<file path="src/rtl/rfm_act_issuer.sv">
// rtl/rfm_act_issuer.sv - ACT/RFM initiator with tRC/tRFM spacing, RAA counting and NRR victim refresh
//
// Ports:
//   clk, rst                 clock, synchronous active-high reset
//   req_valid/req_addr       activation request in; req_ready (combinational) accepts it
//   act_cmd/act_addr         one-cycle ACT pulse and its row (row held until the next ACT)
//   rfm_cmd                  one-cycle RFM pulse, issued when raa_cnt reaches RFM_TH
//   nrr_cmd/nrr_addr         aggressor-row report from the bank tracker
//   vref_valid/vref_addr     victim-row refresh request, held until vref_ready
//   raa_cnt                  rolling accumulated-ACT count
//   nrr_ovf                  sticky: an NRR report was dropped on a full queue
//
// Build option: RFM_NRR_EN builds the NRR queue, the victim generator and nrr_ovf.
// Without it the NRR inputs are ignored and vref_valid/vref_addr/nrr_ovf are tied to 0.
module rfm_act_issuer #(
    parameter int ADDR_SIZE  = 18,
    parameter int RFM_TH     = 20,
    parameter int T_RC       = 60,
    parameter int T_RFM      = 200,
    parameter int NRR_QDEPTH = 4
) (
    input  logic                           clk,
    input  logic                           rst,
    input  logic                           req_valid,
    input  logic [ADDR_SIZE-1:0]           req_addr,
    output logic                           req_ready,
    output logic                           act_cmd,
    output logic [ADDR_SIZE-1:0]           act_addr,
    output logic                           rfm_cmd,
    input  logic                           nrr_cmd,
    input  logic [ADDR_SIZE-1:0]           nrr_addr,
    output logic                           vref_valid,
    output logic [ADDR_SIZE-1:0]           vref_addr,
    input  logic                           vref_ready,
    output logic [$clog2(RFM_TH+1)-1:0]    raa_cnt,
    output logic                           nrr_ovf
);

    localparam int RW    = $clog2(RFM_TH + 1);
    localparam int T_MAX = (T_RC > T_RFM) ? T_RC : T_RFM;
    localparam int TW    = $clog2(T_MAX);

    localparam logic [RW-1:0] RAA_MAX  = RW'(RFM_TH);
    // Timer loads are "minus 3": one cycle in ACT/RFM, one cycle in which the
    // timer reads 0, one cycle back in IDLE before the next pulse can be launched.
    localparam logic [TW-1:0] RC_LOAD  = TW'(T_RC - 3);
    localparam logic [TW-1:0] RFM_LOAD = TW'(T_RFM - 3);

    typedef enum logic [2:0] {
        S_IDLE,
        S_ACT,
        S_GAP,
        S_RFM,
        S_RFM_WAIT
    } state_t;

    state_t          state;
    logic [TW-1:0]   timer;

    // A full RAA window blocks new requests so the pending RFM goes first.
    assign req_ready = (state == S_IDLE) && (raa_cnt < RAA_MAX);

    always_ff @(posedge clk) begin
        if (rst) begin
            state    <= S_IDLE;
            timer    <= '0;
            act_cmd  <= 1'b0;
            act_addr <= '0;
            rfm_cmd  <= 1'b0;
            raa_cnt  <= '0;
        end else begin
            act_cmd <= 1'b0;
            rfm_cmd <= 1'b0;
            case (state)
                S_IDLE: begin
                    if (raa_cnt == RAA_MAX) begin
                        rfm_cmd <= 1'b1;
                        state   <= S_RFM;
                    end else if (req_valid && req_ready) begin
                        act_addr <= req_addr;
                        act_cmd  <= 1'b1;
                        state    <= S_ACT;
                    end
                end
                S_ACT: begin
                    if (raa_cnt != RAA_MAX) begin
                        raa_cnt <= raa_cnt + 1'b1;
                    end
                    timer <= RC_LOAD;
                    state <= S_GAP;
                end
                S_GAP: begin
                    if (timer == '0) begin
                        state <= S_IDLE;
                    end else begin
                        timer <= timer - 1'b1;
                    end
                end
                S_RFM: begin
                    raa_cnt <= '0;
                    timer   <= RFM_LOAD;
                    state   <= S_RFM_WAIT;
                end
                S_RFM_WAIT: begin
                    if (timer == '0) begin
                        state <= S_IDLE;
                    end else begin
                        timer <= timer - 1'b1;
                    end
                end
                default: state <= S_IDLE;
            endcase
        end
    end

`ifdef RFM_NRR_EN
    localparam int PW = $clog2(NRR_QDEPTH);
    localparam int CW = $clog2(NRR_QDEPTH + 1);
    localparam logic [CW-1:0]        Q_FULL    = CW'(NRR_QDEPTH);
    localparam logic [CW-1:0]        Q_ONE     = CW'(1);
    localparam logic [ADDR_SIZE-1:0] ADDR_ONES = '1;

    logic [ADDR_SIZE-1:0] q_mem [NRR_QDEPTH];
    logic [PW-1:0]        rd_ptr;
    logic [PW-1:0]        wr_ptr;
    logic [PW-1:0]        rd_next;
    logic [CW-1:0]        q_cnt;
    logic [ADDR_SIZE-1:0] q_head;
    logic [ADDR_SIZE-1:0] q_second;
    logic                 vref_last;
    logic                 pop;
    logic                 push;

    // First victim of an aggressor row: row-1 unless the row is 0. The upper
    // bit says whether that victim is also the last one for the entry.
    function automatic logic [ADDR_SIZE:0] first_victim(input logic [ADDR_SIZE-1:0] a);
        if (a != '0) begin
            return {(a == ADDR_ONES), a - 1'b1};
        end
        return {1'b1, a + 1'b1};
    endfunction

    assign rd_next  = rd_ptr + 1'b1;
    assign q_head   = q_mem[rd_ptr];
    assign q_second = q_mem[rd_next];
    // The head entry is only released once its final victim is taken.
    assign pop      = vref_valid && vref_ready && vref_last;
    // A pop in the same cycle frees the slot, so a full queue still accepts.
    assign push     = nrr_cmd && ((q_cnt != Q_FULL) || pop);

    always_ff @(posedge clk) begin
        if (push) begin
            q_mem[wr_ptr] <= nrr_addr;
        end
    end

    always_ff @(posedge clk) begin
        if (rst) begin
            rd_ptr     <= '0;
            wr_ptr     <= '0;
            q_cnt      <= '0;
            vref_valid <= 1'b0;
            vref_addr  <= '0;
            vref_last  <= 1'b0;
            nrr_ovf    <= 1'b0;
        end else begin
            if (push) begin
                wr_ptr <= wr_ptr + 1'b1;
            end
            if (pop) begin
                rd_ptr <= rd_next;
            end
            case ({push, pop})
                2'b10:   q_cnt <= q_cnt + 1'b1;
                2'b01:   q_cnt <= q_cnt - 1'b1;
                default: q_cnt <= q_cnt;
            endcase
            if (nrr_cmd && !push) begin
                nrr_ovf <= 1'b1;
            end

            if (vref_valid) begin
                if (vref_ready) begin
                    if (!vref_last) begin
                        vref_addr <= q_head + 1'b1;
                        vref_last <= 1'b1;
                    end else if (q_cnt > Q_ONE) begin
                        // Chain straight into the next entry to keep one victim per cycle.
                        {vref_last, vref_addr} <= first_victim(q_second);
                    end else begin
                        vref_valid <= 1'b0;
                    end
                end
            end else if (q_cnt != '0) begin
                {vref_last, vref_addr} <= first_victim(q_head);
                vref_valid <= 1'b1;
            end
        end
    end
`else
    logic unused_nrr;
    assign unused_nrr = ^{nrr_cmd, nrr_addr, vref_ready};
    assign vref_valid = 1'b0;
    assign vref_addr  = '0;
    assign nrr_ovf    = 1'b0;
`endif

endmodule
</file>
<file path="config.mk">
export PLATFORM = sky130hd
export DESIGN_NAME = rfm_act_issuer
export DESIGN_NICKNAME = d
export VERILOG_FILES = /design/src/rtl/rfm_act_issuer.sv
export SDC_FILE = /design/constraint.sdc
export NUM_CORES = 1
export LEC_CHECK = 0
export CAP_MARGIN = 20
export CORE_ASPECT_RATIO = 0.8
export CORE_MARGIN = 2
export CORE_UTILIZATION = 45
export CTS_BUF_LIST = sky130_fd_sc_hd__clkbuf_16
export CTS_CLUSTER_SIZE = 12
export DETAILED_ROUTE_END_ITERATION = 10
export DONT_BUFFER_PORTS = 1
export HOLD_SLACK_MARGIN = 0.08
export PLACE_DENSITY_LB_ADDON = 0.12
export SLEW_MARGIN = 20
export SYNTH_ARGS = -nofsm -noshare
export SYNTH_HDL_FRONTEND = slang
export SYNTH_SLANG_ARGS = --single-unit
</file>
<file path="constraint.sdc">
create_clock -name clk -period 2.33 [get_ports clk]
set_input_delay 0.466 -clock clk [delete_from_list [all_inputs] [get_ports clk]]
set_output_delay 0.466 -clock clk [all_outputs]
set_load 0.02 [all_outputs]
</file>
==> flow_metrics.py <==
metrics = {
    "outcome": {
        "status": "completed",
    },
    "timing": {
        "whs_ns": 0.259,
        "period_needed_ns": 1.86,
        "finalSetupTns_ns": 0,
        "slew_headroom_pct": 51.6,
        "worst_pin_slew_ns": 0.724,
        "clock.fmax_mhz": 538,
        "slew_violations": 0,
        "rsz0062_at_grt": "false",
        "setup-violations-final": 0,
        "period_share_pct": 79.7,
        "fin_skew_ns": 0.00392,
        "hold_viol_final": 0,
    },
    "setup_path": {
        "cp_slowest_cell": "dfxtp_1",
        "worstPathRequired_ns": 1.86,
        "rr_startpoint": "state[0]",
        "reg2reg_depth": 4,
        "r2r_slack_ns": 0.49,
        "crit-reg2reg-capture": "act_addr[17]",
        "arrival_ns": 1.39,
        "cpPeakStageDelay_ns": 0.43,
        "end_kind": "output port",
        "crit_family": "simple AND/OR/NAND/NOR gates",
        "cp_cell_sequence": "nor3_1 > and2_1",
        "critPathBufInv": 0,
        "critPathMaxFanout": 11,
        "start_kind": "register",
        "cp_num_cells": 2,
        "crit_type": "register to output port",
    },
    "cts": {
        "htree_num_levels": 2,
        "cts_hold_buf": 0,
        "cts_buffer_depth": 2,
        "cts_setup_buffers": 0,
        "postCtsResizedCells": 0,
        "clockRootBuffer": "clkbuf_16",
        "cts_tree": "done",
        "cts_buffers": 5,
        "clk_pin_slew_worst_paths_ns": 0.05,
        "clock_sinks": 36,
        "clock_latency_ns": 0.27,
    },
    "synthesis": {
        "yosys_register_bits": 36,
        "synthTopCellsByArea": "dfxtp_1 39%, buf_4 8.4%, nand2_1 7.8%",
        "avgSynthCellArea_um2": 8.46,
        "ys_seq_area_share_pct": 38.5,
        "netlist_instances": 221,
        "netlist_area_mm2": 0.00187,
        "synthFlopType": "dfxtp_1",
        "yosysWarnings": 0,
        "synth_edf_count": 0,
        "yosysMostFrequentCell": "nand2_1",
        "netlist.top_cell.by_area": "dfxtp_1",
        "synth_top_area_share_pct": 38.5,
        "synthTopCellsByCount": "39 x nand2_1, 36 x dfxtp_1, 25 x a21oi_1",
        "synthArstFlopShare_pct": 0,
        "synthDistinctLibCells": 46,
    },
    "placed_design": {
        "port_buffers": 0,
        "hpwlAfterDp_mm": 2.61,
        "dp_cells": 264,
        "gp_congestion": 0.778,
    },
    "power_and_ir_drop": {
        "peakVddDrop_mv": 0.508,
        "p_per_area_mw_per_mm2": 914,
        "leakagePower_nw": 0.758,
    },
    "grt": {
        "grt_antenna_before_repair": 0,
        "grt_pass1_wl_mm": 5.46,
        "grt-ovfl-total": 0,
        "grt_max_degree": 34,
        "grt_pass1_vias": 1227,
        "grtUsageTotal_pct": 14.7,
    },
    "drt": {
        "vias_per_cell": 5.01,
        "drtPass1Iterations": 4,
        "ant_nets": 0,
        "drc": 0,
        "vias": 1362,
        "wl_per_cell_um": 12.9,
        "drt_wl_total_mm": 3.50,
        "drt_iter0_markers": 74,
    },
    "die": {
        "initial_utilization_pct": 47.9,
        "die_x_um": 76.1,
        "dieArea_mm2": 0.00469,
        "rows": 20,
        "io_pins": 87,
        "fp.dieH_um": 61.7,
        "core_mm2": 0.00390,
    },
    "final_layout": {
        "antenna_cells": 0,
        "area_growth_pct": 3.34,
        "final_layout_size_suffix_gt1_share_pct": 10.1,
        "fin_cells": 272,
        "final_net_count": 261,
    },
    "run": {
        "maxCapViolations": 0,
    },
    "min_path": {
        "worstHoldStart": "rst",
        "min_to": "timer[3]",
        "worstHoldPathCells": 1,
        "hp-class": "primary input to register",
    },
}
## worst max path at each step
stage | slack, ns | start | to
after floorplan | 0.72 | timer[0] | timer[7]
after global placement | 0.56 | state[0] | act_addr[17]
after detailed placement | 0.49 | state[0] | act_addr[17]
after CTS | 0.46 | state[0] | req_ready
after global routing | 0.26 | state[0] | act_addr[17]
final | 0.47 | state[0] | req_ready
## state kept, by name, summed over array words and instances (netlist names)
register	count
timer	8
act_cmd	1
raa_cnt	5
act_addr	18
rfm_cmd	1
state	3
## metal layers
metal	GRT usage, %	up-vias	part of all wire [%]
met2	24.7	46	47
met3	6.01	2	7.4
met1	18.1	622	46
met5	0	-	0
met4	3.90	0	0.34
li1	-	692	-
## worst register-to-register path, stage by stage (launching register included)
cell	delay, ns
dfxtp_1	0.43
nor3_1	0.38
nand3_1	0.60
nand2_1	0.25
a21oi_1	0.09
## placed cells by master (no fill, tap or decap), types with 5 or more instances in the layout
cell / Yosys / layout
dfxtp_1: 36 / 36
clkbuf_16: 0 / 5
conb_1: 1 / 20
inv_1: 11 / 12
nand3_1: 5 / 5
nand2_1: 39 / 39
nor2_1: 13 / 13
a21oi_1: 25 / 25
## cells by family after synthesis
logic type	count (synthesis)	share of synthesized area (%)
other	1	0.200
multiplexers	1	0.535
AO/OA/AOI/OAI	47	17.2
adder cells (fa/ha/maj)	4	2.68
flip-flops	36	38.5
XOR/XNOR	5	2.34
buffers and inverters	42	15.1
AND/OR/NAND/NOR	85	23.4
## per-stage QoR
stage / utilization, % / instance area (um^2) / power (mW) / setup WS (ns)
CTS: 49.5 / 1930 / 1.78 / 0.461
floorplan: - / 1940 / 1.06 / 0.717
finish: 49.5 / 1930 / 1.77 / 0.472
global placement: 45.3 / 1770 / 1.05 / 0.561
global route: 49.5 / 1930 / 1.86 / 0.260
detailed placement: 45.3 / 1770 / 1.06 / 0.491
## power by group
| group | switching, mW | leakage, nW | internal [mW] |
|---|---|---|---|
| logic | 0.182 | 0.378 | 0.123 |
| clock network | 0.225 | 0.0850 | 0.498 |
| registers | 0.0791 | 0.294 | 0.660 |
## area by class of cell
cell class / count / area (um^2)
clock buffer: 5 / 125
clock inverter: 3 / 38.8
fill: 383 / 1970
inverter: 11 / 41.3
multi-input combinational: 162 / 938
sequential: 36 / 721
tap: 55 / 68.8
No activity file was read; power rests on OpenSTA's default activity.
